--- src/rtl/rect_fill_avalon.sv ---
// rect_fill_avalon: rectangle-fill engine that sits in front of the 160x120 VGA pixel slave.
// The CPU programs two corners and a colour through the Avalon-MM slave, then starts the fill.
// The Avalon-MM master then issues one plot write per pixel, row-major, to PLOT_ADDR.
//
// Ports
//   clk, reset_n                 system clock, asynchronous active-low reset
//   address/read/readdata        slave: 0=P0 {y[14:8],x[7:0]}, 1=P1, 2=COLOUR[2:0], 3=CTRL/STATUS
//   write/writedata              slave write strobe and data
//   master_address               constant PLOT_ADDR
//   master_write/_writedata      pixel write {13'b0, colour, x, 1'b0, y}
//   master_waitrequest           stall from the VGA slave
//   busy                         fill in progress
//
// state    | meaning
// ST_IDLE  | waiting for a start command
// ST_PLOT  | issuing pixel writes, holding the current beat while stalled
// ST_DONE  | one-cycle completion, sets done_sticky
module rect_fill_avalon #(
   parameter logic [31:0] PLOT_ADDR = 32'h0,
   parameter int          XMAX      = 159,
   parameter int          YMAX      = 119
) (
   input  logic        clk,
   input  logic        reset_n,
   input  logic [1:0]  address,
   input  logic        read,
   output logic [31:0] readdata,
   input  logic        write,
   input  logic [31:0] writedata,
   output logic [31:0] master_address,
   output logic        master_write,
   output logic [31:0] master_writedata,
   input  logic        master_waitrequest,
   output logic        busy
);

   typedef enum logic [1:0] {ST_IDLE, ST_PLOT, ST_DONE} state_t;

   localparam logic [7:0] XMAX_L = 8'(XMAX);
   localparam logic [6:0] YMAX_L = 7'(YMAX);

   state_t      state_q, state_d;
   logic [14:0] p0_q, p0_d, p1_q, p1_d;
   logic [2:0]  colour_q, colour_d, fcol_q, fcol_d;
   logic        done_q, done_d;
   logic [7:0]  xl_q, xl_d, xh_q, xh_d, x_q, x_d;
   logic [6:0]  yl_q, yl_d, yh_q, yh_d, y_q, y_d;

   logic [7:0]  cx0, cx1;
   logic [6:0]  cy0, cy1;
   logic        start;
   logic        unused_wdata;

   assign unused_wdata = ^writedata[31:15];

   // Clamp before ordering so an out-of-range corner can never produce a wrapped address.
   assign cx0 = (p0_q[7:0]  > XMAX_L) ? XMAX_L : p0_q[7:0];
   assign cx1 = (p1_q[7:0]  > XMAX_L) ? XMAX_L : p1_q[7:0];
   assign cy0 = (p0_q[14:8] > YMAX_L) ? YMAX_L : p0_q[14:8];
   assign cy1 = (p1_q[14:8] > YMAX_L) ? YMAX_L : p1_q[14:8];

   assign start = write && (address == 2'd3) && writedata[0] && (state_q == ST_IDLE);

   always_comb begin
      state_d  = state_q;
      p0_d     = p0_q;
      p1_d     = p1_q;
      colour_d = colour_q;
      fcol_d   = fcol_q;
      done_d   = done_q;
      xl_d     = xl_q;
      xh_d     = xh_q;
      yl_d     = yl_q;
      yh_d     = yh_q;
      x_d      = x_q;
      y_d      = y_q;

      if (write) begin
         case (address)
            2'd0:    p0_d     = writedata[14:0];
            2'd1:    p1_d     = writedata[14:0];
            2'd2:    colour_d = writedata[2:0];
            default: done_d   = 1'b0;
         endcase
      end

      case (state_q)
         ST_IDLE: begin
            if (start) begin
               // Latches the pre-write register values, so a same-cycle corner
               // write only affects the next fill.
               xl_d    = (cx0 < cx1) ? cx0 : cx1;
               xh_d    = (cx0 < cx1) ? cx1 : cx0;
               yl_d    = (cy0 < cy1) ? cy0 : cy1;
               yh_d    = (cy0 < cy1) ? cy1 : cy0;
               x_d     = (cx0 < cx1) ? cx0 : cx1;
               y_d     = (cy0 < cy1) ? cy0 : cy1;
               fcol_d  = colour_q;
               state_d = ST_PLOT;
            end
         end
         ST_PLOT: begin
            if (!master_waitrequest) begin
               if (x_q < xh_q) begin
                  x_d = x_q + 8'd1;
               end else if (y_q < yh_q) begin
                  x_d = xl_q;
                  y_d = y_q + 7'd1;
               end else begin
                  state_d = ST_DONE;
               end
            end
         end
         default: begin
            // Completion wins over a coincident status write so a finish is never lost.
            done_d  = 1'b1;
            state_d = ST_IDLE;
         end
      endcase
   end

   always_ff @(posedge clk or negedge reset_n) begin
      if (!reset_n) begin
         state_q  <= ST_IDLE;
         p0_q     <= '0;
         p1_q     <= '0;
         colour_q <= '0;
         fcol_q   <= '0;
         done_q   <= 1'b0;
         xl_q     <= '0;
         xh_q     <= '0;
         yl_q     <= '0;
         yh_q     <= '0;
         x_q      <= '0;
         y_q      <= '0;
      end else begin
         state_q  <= state_d;
         p0_q     <= p0_d;
         p1_q     <= p1_d;
         colour_q <= colour_d;
         fcol_q   <= fcol_d;
         done_q   <= done_d;
         xl_q     <= xl_d;
         xh_q     <= xh_d;
         yl_q     <= yl_d;
         yh_q     <= yh_d;
         x_q      <= x_d;
         y_q      <= y_d;
      end
   end

   always_comb begin
      readdata = '0;
      if (read) begin
         case (address)
            2'd0:    readdata = {17'b0, p0_q};
            2'd1:    readdata = {17'b0, p1_q};
            2'd2:    readdata = {29'b0, colour_q};
            default: readdata = {30'b0, done_q, busy};
         endcase
      end
   end

   assign busy             = (state_q != ST_IDLE);
   assign master_address   = PLOT_ADDR;
   assign master_write     = (state_q == ST_PLOT);
   assign master_writedata = {13'b0, fcol_q, x_q, 1'b0, y_q};

endmodule

--- config.mk ---
export PLATFORM = sky130hd
export DESIGN_NAME = rect_fill_avalon
export DESIGN_NICKNAME = d
export VERILOG_FILES = /design/src/rtl/rect_fill_avalon.sv
export SDC_FILE = /design/constraint.sdc
export NUM_CORES = 1
export LEC_CHECK = 0
export CAP_MARGIN = 15
export CORE_UTILIZATION = 45
export DETAILED_ROUTE_END_ITERATION = 16
export DONT_BUFFER_PORTS = 1
export GPL_ROUTABILITY_DRIVEN = 0
export PLACE_DENSITY = 0.67
export SETUP_SLACK_MARGIN = 0.5
export SKIP_LAST_GASP = 1
export SLEW_MARGIN = 20
export SYNTH_ARGS = -nofsm -noshare
export SYNTH_HDL_FRONTEND = slang
export SYNTH_SLANG_ARGS = --single-unit
export TNS_END_PERCENT = 20
--- constraint.sdc ---
create_clock -name clk -period 4.2 [get_ports clk]
set_clock_uncertainty 0.2 [all_clocks]
set_input_delay 0.63 -clock clk [delete_from_list [all_inputs] [get_ports clk]]
set_output_delay 0.63 -clock clk [all_outputs]
set_load 0.02 [all_outputs]
==> metrics.md, run 1 <==
| Metric | Value |
|---|---|
| Status | `completed` |
| Crit path capture type | `register` |
| Pleak | `2.495 nW` |
| Synth warnings | `0` |
| VDD IR max | `323.3 uV` |
| Vias per inst | `5.640` |
| Synth cell types | `57` |
| Clk sinks | `77` |
| Max Cap Viol | `0` |
| Met3 Routed Length | `747 um` |
| DR pass1 iterations | `5` |
| Largest net degree at the start of global routing | `78` |
| Setup TNS | `0 ps` |
| Final core utilization | `0.4800` |
| Total GRT Usage | `0.1945` |
| Chip height | `110.7 um` |
| Die X | `110.7 um` |
| Worst path top cell family by delay | `compound AO/OA/AOI/OAI gates` |
| Ports | `137` |
| Pwr Density | `724.4 mW/mm2` |
| FP Rows | `39` |
| Met2 Wirelength | `5160 um` |
| Fraction of registers with async set/reset | `1.000` |
| Area Growth Syn to Fin | `3.457%` |
| TritonCTS clock tree | `yes` |
| WL met1 | `5535 um` |
| RSZ-0062 raised after global routing | `yes` |
| Synth Instances | `588` |
| Max incr delay on CP | `500 ps` |
| Post-Route WL | `11640 um` |
| Routed WL per cell | `16.08 um` |
| Port Buffers | `0` |
| Tmin final | `3482 ps` |
| Predominant post-synthesis flop cell | `dfrtp_1` |
| Max Slew Vio Count | `0` |
| Mean post-synth cell area | `9.048 um2` |
| CTS buffer count | `9` |
| Critical path peak fanout | `19` |
| Initial antenna violation count | `0` |
| Worst path cell trace | `inv_1 -> nor2_1 -> nor2_1 -> ha_1 -> a2111oi_0 -> o211ai_2 -> and2_1 -> o21ai_0 -> a211oi_1` |
| Worst setup SP type | `register` |
| Root Buffer | `clkbuf_16` |
| Share of layout cells above drive strength 1 | `0.1153` |
| Nets | `643` |
| Clock Pin Slew Worst Setup and Hold Paths | `60 ps` |
| Slowest-stage cell, CP | `a2111oi_0` |
| Most common cell after layout, fill and taps aside | `dfrtp_1` |
| Postcts setup bufs | `0` |
| DRC viols | `0` |
| Number of global-route vias before repair | `3708` |
| Final period util | `0.8291` |
| Area of the mapped netlist | `0.005320 mm2` |
| Hold Crit Class | `input port to register` |
| Buf+Inv Stages, Crit Path | `1` |
| Die area | `0.01226 mm2` |
| Worst EP required | `4190 ps` |
| Achievable Freq | `287.2 MHz` |
| Commonest cells after routing, fill and taps aside | `dfrtp_1, conb_1, a21oi_1` |
| Starting Density | `0.4639` |
| Initial detailed-routing violation count | `348` |
| Post-synthesis sequential area ratio | `0.3622` |
| H-tree depth | `3` |
| Global-route wire length before repair | `19130 um` |
| Fin. Hold Viols | `0` |
| Flops & latches, synth | `77` |
| Top Layer Used | `met4` |
| Worst Tran Pin Value | `984.5 ps` |
| WS Path Type | `register to register` |
| Bufs on Longest Clock Path | `2` |
| Detail Route Antenna Nets | `0` |
| Overflow left after global routing | `0` |
| Post-synth EDFFs | `0` |
| Vias | `4083` |
| Diodes inserted | `0` |
| Finish-stage setup viols | `0` |
| Slew Limit Headroom | `0.3413` |
| Hpwl dp | `8526 um` |
| Most used cell, CP | `nor2_1` |
| Clk_lat worst skew | `340 ps` |
| CP arrival | `3470 ps` |
| Core area | `0.01147 mm2` |
## where the power goes
group / switching [W] / leakage, nW / total (W) / internal [W]
registers: 0.000387 / 0.918 / 0.00139 / 0.00100
logic: 0.00112 / 1.44 / 0.00180 / 0.000684
clock network: 0.000319 / 0.140 / 0.000793 / 0.000474
## metrics by stage
step / cell area, um2 / total power, W / setup WS [ps] / cells / hold slack, ps
final: 5504 / 0.003987 / 717.8 / 724 / 234.0
after global routing: 5504 / 0.004299 / 441.5 / 724 / 227.4
after CTS: 5504 / 0.003989 / 720.4 / 724 / 227.2
after global placement: 5165 / 0.003101 / 831.1 / 706 / 136.7
after detailed placement: 5165 / 0.003171 / 725.4 / 706 / 136.8
after floorplan: 5553 / 0.002806 / 1382 / 650 / 134.4
## cells in the mapped netlist, types with 10 or more instances
cell type   n  area share
a211oi_1   10       0.014
a21oi_1    50       0.047
buf_4      65       0.092
clkbuf_1   19       0.013
dfrtp_1    77        0.36
ha_1       28       0.066
inv_1      27       0.019
mux2_2     35       0.074
mux2i_1    14       0.026
nand2_1    40       0.028
nand3_1    21       0.020
nor2_1     42       0.030
o21ai_0    40       0.038
## repair_timing
| item | 4_1_cts | 5_1_grt |
|---|---|---|
| gates resized for setup | 0 | 1 |
| endpoints found under the hold margin | 77 | 0 |
| setup endpoints to repair | 0 | 8 |
| hold buffers | 2 | 0 |
## path summary, 6_finish.rpt
path	slack, ps	cells past startpoint	from	end
max	720	9	p1_q[7]	x_q[6]
min	230	1	writedata[2]	p1_q[2]
max reg2reg	720	9	p1_q[7]	x_q[6]
min reg2reg	280	2	xl_q[4]	xl_q[4]
max in group asynchronous	2830	2	reset_n	xh_q[4]
min in group asynchronous	650	2	reset_n	y_q[1]
## sequential cells by signal, summed over array words and instances (netlist names)
name / flops
p0_q: 15
p1_q: 15
x_q: 8
xh_q: 8
xl_q: 8
y_q: 7
yh_q: 7
colour_q: 3
fcol_q: 3
state_q: 2
done_q: 1
## metal layers
metal,track usage,vias to the layer above
met5,0,-
met4,0.08000,0
met3,0.03718,15
met2,0.2932,166
met1,0.2744,1960
li1,-,1942
## area by class of cell
type	instances	area (um2)
clock inverter	6	62.56
sequential	77	1927
tap	143	178.9
timing repair buffer	5	60.06
inverter	28	105.1
clock buffer	10	239.0
multi-input combinational	455	2932
fill	1057	5963
## logic make-up after synthesis
family          Yosys count  share of synthesized area
compound gates          147                     0.1736
other cells               1                  0.0007049
xor+xnor                  6                   0.009878
fa+ha+maj                28                    0.06585
simple gates            159                     0.1453
flops                    77                     0.3622
buf+inv                 118                     0.1315
mux                      52                     0.1110
No activity file was read; power rests on OpenSTA's default activity.
==> run 2: changes to the inputs <==
Settings changed: PLACE_DENSITY 0.67 to 0.69.
Clock period 4.2 ns to 2.8 ns, I/O delays scaled along.
==> metrics.md, run 2 (synthesis results as in run 1) <==
| Metric | Value |
|---|---|
| Status | `finished with violations` |
| Failing checks | `hold timing` |
| RSZ-0062 raised after global routing | `yes` |
| DRC viols | `0 (unchanged)` |
| Vias per inst | `5.726 (+1.5%)` |
| CTS buffer count | `9 (unchanged)` |
| Total placed cells including tap cells | `746 (+5.7%)` |
| Fin. Hold Viols | `77 (+77)` |
| Global-route wire length before repair | `21250 um (+11%)` |
| Vias | `4466 (+9.4%)` |
| Worst Tran Pin Value | `814.2 ps (-170.2 ps)` |
| Final period util | `0.9307 (+0.1016)` |
| Bufs on Longest Clock Path | `2 (unchanged)` |
| Port Buffers | `0 (unchanged)` |
| Commonest cells after routing, fill and taps aside | `dfrtp_1, conb_1, buf_4` |
| Die area | `0.01226 mm2 (unchanged)` |
| Total GRT Usage | `0.2159 (+0.02134)` |
| Number of global-route vias before repair | `4260 (+15%)` |
| H-tree depth | `3 (unchanged)` |
| Achievable Freq | `383.7 MHz (+34%)` |
| Nets | `699 (+8.7%)` |
| Share of layout cells above drive strength 1 | `0.2983 (+0.1830)` |
| Internal | `0.004121 W (+91%)` |
| Max Cap Viol | `0 (unchanged)` |
| TritonCTS clock tree | `yes` |
| Filler Cells Inserted | `938 (-11%)` |
| Switching share of power | `0.4345 (-0.02363)` |
| Seq. cell area | `0.001931 mm2 (+0.19%)` |
| Starting Density | `0.4639 (unchanged)` |
| Worst setup SP type | `register` |
| Switching power total | `0.003166 W (+73%)` |
| DR pass1 iterations | `5 (unchanged)` |
| Overflow left after global routing | `0 (unchanged)` |
| Max Slew Vio Count | `0 (unchanged)` |
| Chip height | `110.7 um (unchanged)` |
| Core area | `0.01147 mm2 (unchanged)` |
| Most common cell after layout, fill and taps aside | `dfrtp_1` |
| Hpwl dp | `8958 um (+5.1%)` |
| Ports | `137 (unchanged)` |
| Critical path peak fanout | `14 (-5)` |
| Combinational power share | `0.562 (+0.110)` |
| Slew Limit Headroom | `0.4555 (+0.1143)` |
| Tmin final | `2606 ps (-876.2 ps)` |
| Detail Route Antenna Nets | `0 (unchanged)` |
| Pwr Density | `1147 mW/mm2 (+58%)` |
| Initial detailed-routing violation count | `336 (-3.4%)` |
| Post-Route WL | `13370 um (+15%)` |
| Hold Crit Class | `input port to asynchronous set/reset pin` |
| Final core utilization | `0.5543 (+0.07430)` |
| CP arrival | `2620 ps (-850 ps)` |
| Initial antenna violation count | `0 (unchanged)` |
| Pleak | `2.842 nW (+14%)` |
| Top Registers | `p0_q (15), p1_q (15)` |
| Setup TNS | `0 ps (unchanged)` |
| Crit path capture type | `register` |
| Root Buffer | `clkbuf_16` |
| Routed WL per cell | `17.13 um (+6.6%)` |
| Worst EP required | `2810 ps (-1380 ps)` |
| Cell Count, Final, Fillers Out | `780 (+7.7%)` |
| Hold Slack | `-421.7 ps (-655.8 ps)` |
| VDD IR max | `435.2 uV (+35%)` |
| Multi-input gate area | `0.003323 mm2 (+13%)` |
| Flop pwr share | `0.255 (-0.094)` |
| Largest net degree at the start of global routing | `78 (unchanged)` |
| FP Rows | `39 (unchanged)` |
| Diodes inserted | `0 (unchanged)` |
| WS Path Type | `register to register` |
| Die X | `110.7 um (unchanged)` |
| Clock Pin Slew Worst Setup and Hold Paths | `60 ps (about the same)` |
| Clk_lat worst skew | `330 ps (about the same)` |
| Clk sinks | `77 (unchanged)` |
| Finish-stage setup viols | `0 (unchanged)` |
| Area Growth Syn to Fin | `19.47%` |
| Clock power share | `0.183 (-0.016)` |
## run 2: cell types whose count changed in the layout (fill, tap and decap cells not counted), sizes merged
cell,change
and2,+1
clkinvlp,-2
dlygate4sd3,-1
buf,+56
bufinv,+2
## run 2: power groups by stage
stage,combinational (W),clock [W],sequential [W]
final,0.00410,0.00133,0.00186
after global routing,0.00445,0.00139,0.00190
after detailed placement,0.00338,0,0.00184
after CTS,0.00374,0.00134,0.00185
after global placement,0.00328,0,0.00183
after floorplan,0.00233,0,0.00195
## run 2: cell type report
class	instances	area share
timing repair buffer	60	0.07520
multi-input combinational	456	0.5228
clock inverter	6	0.01752
tap	143	0.02815
sequential	77	0.3037
inverter	28	0.01654
clock buffer	10	0.03602
## run 2: critical path, cell delays in order, from the launching register on
cell and delay (ps):
dfrtp_1 400, o21a_4 270, nor2_2 100, inv_2 80
ha_4 240, o21ai_0 200, o21ai_0 100, a21o_1 190
buf_6 160, a21oi_2 150, a21oi_2 70, a221o_1 330
## run 2: final timing paths
check,to,slack (ps),cells after the start,from
worst max-delay path,x_q[1],190,11,p0_q[6]
worst min-delay path,y_q[6],-420,0,reset_n
worst max register to register,x_q[1],190,11,p0_q[6]
worst min register to register,xl_q[4],280,2,xl_q[4]
max in group asynchronous,p0_q[7],2630,0,reset_n
min in group clk,p1_q[3],30,1,writedata[3]
## run 2: layer usage
layer,share of wire,wire [um],vias up,GRT usage
li1,-,-,2061,-
met2,0.49,6527,230,0.3532
met5,0,0,-,0
met3,0.071,944,24,0.05522
met4,0.015,196,0,0.06489
met1,0.43,5697,2151,0.2812
## run 2: what timing repair did
action,4_1_cts,5_1_grt
endpoints found under the hold margin,77,77
buffers inserted,12,4
endpoints found under the setup margin,39,39
cloned,2,0
resized for setup,56,38
pin swaps,21,15
## run 2: per-stage QoR
| stage | setup slack [ps] | total power, W | hold WS, ps | instance area (um2) |
|---|---|---|---|---|
| after floorplan | 273.6 | 0.004276 | -75.59 | 5603 |
| after global placement | 110.8 | 0.005107 | -73.49 | 5509 |
| after detailed placement | 88.54 | 0.005224 | -73.80 | 5509 |
| after CTS | 262.7 | 0.006936 | -432.0 | 6161 |
| after global routing | 100.0 | 0.007735 | -434.3 | 6356 |
| final | 194.0 | 0.007288 | -421.7 | 6356 |
